===== src/rtl/io_in_deser_cell.sv =====
// Serial-to-parallel deserializer for the IO input register cell.
// Assembles WIDTH-bit words from IQZ and offers them through a one-entry valid/ready register.
module io_in_deser_cell #(
   parameter int WIDTH     = 8,
   parameter bit MSB_FIRST = 1'b1,
   localparam int BW       = (WIDTH > 1) ? $clog2(WIDTH) : 1
) (
   input  logic             IQC,
   input  logic             QRTN,
   input  logic             IQZ_i,
   input  logic             SEN_i,
   input  logic             SYNC_i,
   input  logic             DRDY_i,
   input  logic             OVFCLR_i,
   output logic [WIDTH-1:0] DOUT_o,
   output logic             DVLD_o,
   output logic             OVF_o,
   output logic [BW-1:0]    BCNT_o
);

   localparam logic [BW-1:0] BCNT_LAST = BW'(WIDTH - 1);

   logic [WIDTH-1:0] sr_q, sr_d, sr_shift;
   logic [WIDTH-1:0] hold_q, hold_d;
   logic [BW-1:0]    bcnt_q, bcnt_d;
   logic             v_q, v_d;
   logic             ovf_q, ovf_d;
   logic             complete, accept, drop;

   always_comb begin
      sr_shift = sr_q;
      if (MSB_FIRST) sr_shift = {sr_q[WIDTH-2:0], IQZ_i};
      else           sr_shift = {IQZ_i, sr_q[WIDTH-1:1]};
   end

   // A SYNC edge starts a new word, so it can never complete the old one.
   assign complete = SEN_i && !SYNC_i && (bcnt_q == BCNT_LAST);
   assign accept   = complete && (!v_q || DRDY_i);
   assign drop     = complete && v_q && !DRDY_i;

   always_comb begin
      sr_d   = SEN_i ? sr_shift : sr_q;
      hold_d = accept ? sr_shift : hold_q;

      bcnt_d = bcnt_q;
      if (SYNC_i)      bcnt_d = SEN_i ? BW'(1) : '0;
      else if (SEN_i)  bcnt_d = (bcnt_q == BCNT_LAST) ? '0 : bcnt_q + BW'(1);

      v_d = v_q;
      if (accept)               v_d = 1'b1;
      else if (v_q && DRDY_i)   v_d = 1'b0;

      // Losing a word must stay visible even if software clears on the same edge.
      ovf_d = ovf_q;
      if (drop)          ovf_d = 1'b1;
      else if (OVFCLR_i) ovf_d = 1'b0;
   end

   always_ff @(posedge IQC) begin
      if (!QRTN) begin
         sr_q   <= '0;
         hold_q <= '0;
         bcnt_q <= '0;
         v_q    <= 1'b0;
         ovf_q  <= 1'b0;
      end else begin
         sr_q   <= sr_d;
         hold_q <= hold_d;
         bcnt_q <= bcnt_d;
         v_q    <= v_d;
         ovf_q  <= ovf_d;
      end
   end

   assign DOUT_o = hold_q;
   assign DVLD_o = v_q;
   assign OVF_o  = ovf_q;
   assign BCNT_o = bcnt_q;

endmodule


===== config.mk =====
export PLATFORM = sky130hd
export DESIGN_NAME = io_in_deser_cell
export DESIGN_NICKNAME = d
export VERILOG_FILES = /design/src/rtl/io_in_deser_cell.sv
export SDC_FILE = /design/constraint.sdc
export NUM_CORES = 1
export LEC_CHECK = 0
export BUFFER_PORTS_ARGS = -buffer_cell sky130_fd_sc_hd__buf_2
export CORE_UTILIZATION = 40
export DETAILED_ROUTE_END_ITERATION = 8
export SLEW_MARGIN = 20
export SYNTH_ARGS = -nofsm -noshare
export SYNTH_HDL_FRONTEND = slang
export SYNTH_SLANG_ARGS = --single-unit

===== constraint.sdc =====
create_clock -name IQC -period 2 [get_ports IQC]
set_clock_uncertainty 0.2 [all_clocks]
set_input_delay 0.4 -clock IQC [delete_from_list [all_inputs] [get_ports IQC]]
set_output_delay 0.4 -clock IQC [all_outputs]
set_load 0.1 [all_outputs]

==> reports/metrics.cfg, run 1 <==
[setup_path]
r2r_cells = 5
cp_num_buf_inv = 1
path_class = reg2out
regToRegSetupSlack_ns = 0.38
crit_family = buffers and inverters
worstPathArrival_ns = 1.10
crit_path_cell_trace = buf_2
start_kind = flop
r2r-start = BCNT_o[0]$_SDFFE_PN0P_
end_kind = output port
slowest_stage = buf_2
crit_fanout = 2
cp_slowest_stage_delay_ns = 0.44
r2r_end = DOUT_o[0]$_SDFFE_PN0P_
required_ns = 1.40

[cts]
clock_path_buffers = 2
post-cts-setup-buffers = 0
clkTransAtPathRegs_ns = 0.11
cts_buffers = 3
h-tree-depth = 1
tritoncts = done
hold_buffers = 0
cts-root-buf = clkbuf_4
cts.sinks = 20
cts_resized = 0
clk_latency_ns = 0.29

[yosys]
syn_area_sq_um = 855.8
synth_cell_type_count = 20
netlist_instances = 81
ys_ff_latch = 20
syn_nets = 90
avgSynthCellArea_sq_um = 10.57
yosysSeqAreaShare_pct = 46.78
yosysWarnings = 0

[global_route]
grt_antenna_before_repair = 0
grt_start_max_net_pins = 28
gr-total-overflow = 0
met2_usage_pct = 14.93
grt_usage_pct = 12.40
grt_busiest_layer = met1
gr-usage-met3_pct = 3.333
grt_pass1_wl_um = 1980
met1_usage_pct = 19.27
grt_pass1_vias = 436

[run_status]
status = finished, final reports clean

[detailed_routing]
wl_per_cell_um = 9.635
ant_nets = 0
vias = 568
wl_um = 1214
dr.pass1.iters = 3
drc = 0
post_drt_via_cell_ratio = 4.508
drt_iter0_drc = 4

[timing]
final.setup.tns_ns = 0
hold_ws_ns = 0.1655
setup_viol = 0
relSlewSlack_pct = 68.01
finalCritPeriodShare_pct = 85.21
drv_slew = 0
period_needed_ns = 1.704
worst_slew_pin_slew_ns = 0.4832
rsz0062_at_grt = false
final_hold_viol_count = 0
fmax_mhz = 586.8

[worst_hold_path]
hp-start = IQZ_i
hold_path_end = DOUT_o[0]$_SDFFE_PN0P_
hold_path_depth = 3
worstHoldPathType = in2reg

[power_and_ir_drop]
power.leakage_nw = 0.4407
powerDensity_mw_per_mm2 = 695.9
irDropWorstVdd_mv = 0.3906
p_total_mw = 0.6809

[floorplanning]
die_area_sq_mm = 0.002329
rows = 16
start_util_pct = 43.18
core_sq_mm = 0.001982
die_y_um = 48.26
fp.dieW_um = 48.26
num_io_pins = 20

[cells_and_area]
syn_to_final_growth_pct = 14.33
final_nets = 109
design_area_sq_um = 978.4
num_antenna_cells = 0
layout-drive-gt1-share_pct = 29.29
fillers = 204
final_cells = 126

[place]
place_area_sq_um = 942.2
dp.cells = 122
port_buffers = 19
place.gp.congestion = 0.6924
place_hpwl_um = 834.4

[run]
cap_violations = 0

==> area by class of cell <==
cell class,instances,area [sq um],share of cell area (%)
sequential,20,404.1,41.30
inverter,1,3.754,0.3836
tap,27,33.78,3.453
clock buffer,4,36.28,3.708
multi-input combinational,55,405.4,41.43
timing repair buffer,19,95.09,9.719
==> Yosys cell counts <==
cell type  instances  area [sq um]
a21boi_0           1         7.510
or3b_1             1         8.760
dfxtp_1           20         400.4
nand3b_4           1         20.02
a21boi_1           1         7.510
nor2b_1            7         43.79
nand2_1           16         60.06
o21ai_0            1         5.000
mux2i_1           17         170.2
nor2_1             3         11.26
nor2b_4            1         13.76
buf_6              1         11.26
nand2b_1           1         6.260
o22ai_1            1         6.260
ha_1               2         25.02
and2_1             1         6.260
buf_2              3         15.01
buf_12             1         20.02
nand2b_4           1         13.76
inv_1              1         3.750
==> worst max-delay path by stage <==
stage,cells after the start,to,from
finish,1,DVLD_o,DVLD_o$_SDFFE_PN0P_
floorplan,6,DOUT_o[0]$_SDFFE_PN0P_,BCNT_o[1]$_SDFFE_PN0P_
CTS,1,DVLD_o,DVLD_o$_SDFFE_PN0P_
detailed placement,4,DOUT_o[0]$_SDFFE_PN0P_,SEN_i
global placement,4,DOUT_o[4]$_SDFFE_PN0P_,SEN_i
global route,1,DVLD_o,DVLD_o$_SDFFE_PN0P_
==> metal layers <==
metal	share of wire, %	routed length (um)
met5	0	0
met4	1.2	15
met1	55	668
met2	38	466
met3	5.3	64
==> report_power, final <==
group	internal (mW)	switching (mW)	leakage, nW
sequential	0.403	0.00344	0.163
combinational	0.0184	0.0330	0.257
clock	0.111	0.113	0.0210
total	0.532	0.149	0.441
==> cell families after synthesis <==
| group | share of synthesized area [%] |
|---|---|
| AO/OA/AOI/OAI | 3.071 |
| adder cells (fa/ha/maj) | 2.924 |
| buffers and inverters | 5.847 |
| flip-flops | 46.78 |
| multiplexers | 19.88 |
| AND/OR/NAND/NOR | 21.49 |
==> tightest hold or removal path: stages <==
cell	delay, ns
buf_2	0.10
nand2_1	0.05
mux2i_1	0.06
==> stage by stage <==
step | util (%) | worst slack, ns
after floorplan | - | 0.1333
after global placement | 47.54 | 0.3615
after detailed placement | 47.54 | 0.3522
after CTS | 49.37 | 0.2796
after global routing | 49.37 | 0.2166
final | 49.37 | 0.2958
==> layout by cell type (no fill, tap or decap) <==
| cell | n |
|---|---|
| o21ai_0 | 1 |
| ha_1 | 2 |
| a21boi_1 | 1 |
| nand3b_4 | 1 |
| nand2_1 | 16 |
| clkbuf_8 | 1 |
| clkbuf_4 | 3 |
| dfxtp_2 | 3 |
| and2_1 | 1 |
| a21boi_0 | 1 |
| mux2i_1 | 17 |
| o22ai_1 | 1 |
| nor2_1 | 3 |
| nand2b_1 | 1 |
| nor2b_4 | 1 |
| buf_2 | 19 |
| dfxtp_1 | 17 |
| inv_1 | 1 |
| or3b_1 | 1 |
| nand2b_4 | 1 |
| nor2b_1 | 7 |
==> flip-flops by register name, summed over array words and instances, names as in the netlist <==
| register | cells |
|---|---|
| OVF_o | 1 |
| DVLD_o | 1 |
| DOUT_o | 8 |
| BCNT_o | 3 |
| sr_q | 7 |
Power figures use the tool's default switching activity.
==> run 2, diff against run 1 <==
Settings changed: CAP_MARGIN set to 10, CORE_MARGIN set to 1.5.
==> reports/metrics.cfg, run 2 (same netlist as run 1, synthesis figures left out) <==
[run_status]
status = finished, final reports clean

[detailed_routing]
drc = 0  ; unchanged
wl_um = 1211  ; -0.25%
vias = 548  ; -3.5%
wl_per_cell_um = 9.611  ; -0.25%
dr.pass1.iters = 3  ; unchanged
ant_nets = 0  ; unchanged
post_drt_via_cell_ratio = 4.349  ; -3.5%
drt_iter0_drc = 6  ; +2

[setup_path]
cp_num_buf_inv = 1  ; unchanged
crit_path_cell_trace = buf_2
required_ns = 1.40  ; about the same
slowest_stage = buf_2
crit_fanout = 2  ; unchanged
r2r-start = BCNT_o[0]$_SDFFE_PN0P_
cp_slowest_stage_delay_ns = 0.44  ; about the same
path_class = reg2out
crit_family = buffers and inverters
regToRegSetupSlack_ns = 0.37  ; about the same
start_kind = flop
worstPathArrival_ns = 1.11  ; about the same
end_kind = output port
cp-startpoint = DVLD_o$_SDFFE_PN0P_

[cts]
h-tree-depth = 1  ; unchanged
clk_latency_ns = 0.29  ; about the same
clkTransAtPathRegs_ns = 0.11  ; about the same
post-cts-setup-buffers = 0  ; unchanged
hold_buffers = 0  ; unchanged
cts-root-buf = clkbuf_4
clock_path_buffers = 2  ; unchanged
tritoncts = done
cts_buffers = 3  ; unchanged
cts_resized = 0  ; unchanged
cts.sinks = 20  ; unchanged

[global_route]
grt_pass1_vias = 474  ; +8.7%
gr-total-overflow = 0  ; unchanged
grt_antenna_before_repair = 0  ; unchanged
grt_start_max_net_pins = 28  ; unchanged
grt_pass1_wl_um = 2152  ; +8.7%
grt_usage_pct = 11.51  ; -0.90 points

[timing]
fmax_mhz = 583.9  ; -0.49%
final.setup.tns_ns = 0  ; unchanged
finalCritPeriodShare_pct = 85.63  ; +0.42 points
rsz0062_at_grt = false
period_needed_ns = 1.713  ; +0.008384 ns
final_hold_viol_count = 0  ; unchanged
setup_viol = 0  ; unchanged
worst_slew_pin_slew_ns = 0.4836  ; +0.0004162 ns
drv_slew = 0  ; unchanged
relSlewSlack_pct = 67.98  ; about the same

[cells_and_area]
num_antenna_cells = 0  ; unchanged
regArea_sq_um = 404.1  ; unchanged
layout_commonest_cell = buf_2
syn_to_final_growth_pct = 14.33  ; unchanged
largest_register_ffs = 8  ; unchanged
mostFrequentLayoutCells = buf_2, dfxtp_1, mux2i_1
multi_input_area_sq_um = 405.4  ; unchanged
layout-drive-gt1-share_pct = 29.29  ; unchanged
final_nets = 109  ; unchanged
fillers = 194  ; -4.9%

[floorplanning]
die_y_um = 49.26  ; +2.1%
die_area_sq_mm = 0.002426  ; +4.2%
core_sq_mm = 0.001982  ; unchanged
num_io_pins = 20  ; unchanged
rows = 16  ; unchanged
start_util_pct = 43.18  ; unchanged
fp.dieW_um = 49.26  ; +2.1%

[power_and_ir_drop]
irDropWorstVdd_mv = 0.4231  ; +8.3%
power.leakage_nw = 0.4407  ; unchanged
powerDensity_mw_per_mm2 = 698.5  ; +0.37%
p_total_mw = 0.6835  ; +0.37%

[place]
place_hpwl_um = 836.2  ; +0.22%
place.gp.congestion = 0.6822  ; -1.5%
port_buffers = 19  ; unchanged

[worst_hold_path]
hp-start = IQZ_i
worstHoldPathType = in2reg

[run]
cap_violations = 0  ; unchanged

run 2: cell counts in the layout (fill, tap and decap cells not counted):
Identical to the previous run, type by type.
run 2: metal layers:
metal	vias up	share of wire, %	wire [um]	global-route usage, %
li1	302	-	-	-
met1	232	53	637	16.95
met2	12	41	496	15.09
met3	2	5.2	63	3.067
met4	0	1.2	14	5.714
met5	-	0	0	0
run 2: worst paths after layout:
path         cells past startpoint                endpoint
min reg2reg                      2  DOUT_o[2]$_SDFFE_PN0P_
min                              3  DOUT_o[0]$_SDFFE_PN0P_
max                              1                  DVLD_o
max reg2reg                      5  DOUT_o[0]$_SDFFE_PN0P_
run 2: area by class of cell:
type,instances,share of cell area [%]
Timing Repair Buffer,19,9.719
Multi-Input combinational cell,55,41.43
Tap cell,27,3.453
Inverter,1,0.3836
Clock buffer,4,3.708
Sequential cell,20,41.30
run 2: through the flow:
stage          instances  hold WS [ns]  cell area, sq um  util [%]  worst slack, ns
5_1_grt              126        0.1803             978.4     49.37           0.2207
4_1_cts              126        0.1624             978.4     49.37           0.2654
3_5_place_dp         122        0.2434             942.2     47.54           0.3374
3_3_place_gp         122        0.2417             942.2     47.54           0.3598
2_1_floorplan         81        0.2374             859.6         -           0.1333
6_report             126        0.1718             978.4     49.37           0.2874
run 2: power breakdown:
| group | internal [mW] | switching (mW) | total, mW |
|---|---|---|---|
| clock network | 0.111 | 0.115 | 0.226 |
| logic | 0.0184 | 0.0329 | 0.0513 |
| registers | 0.403 | 0.00359 | 0.406 |
| total | 0.532 | 0.152 | 0.683 |
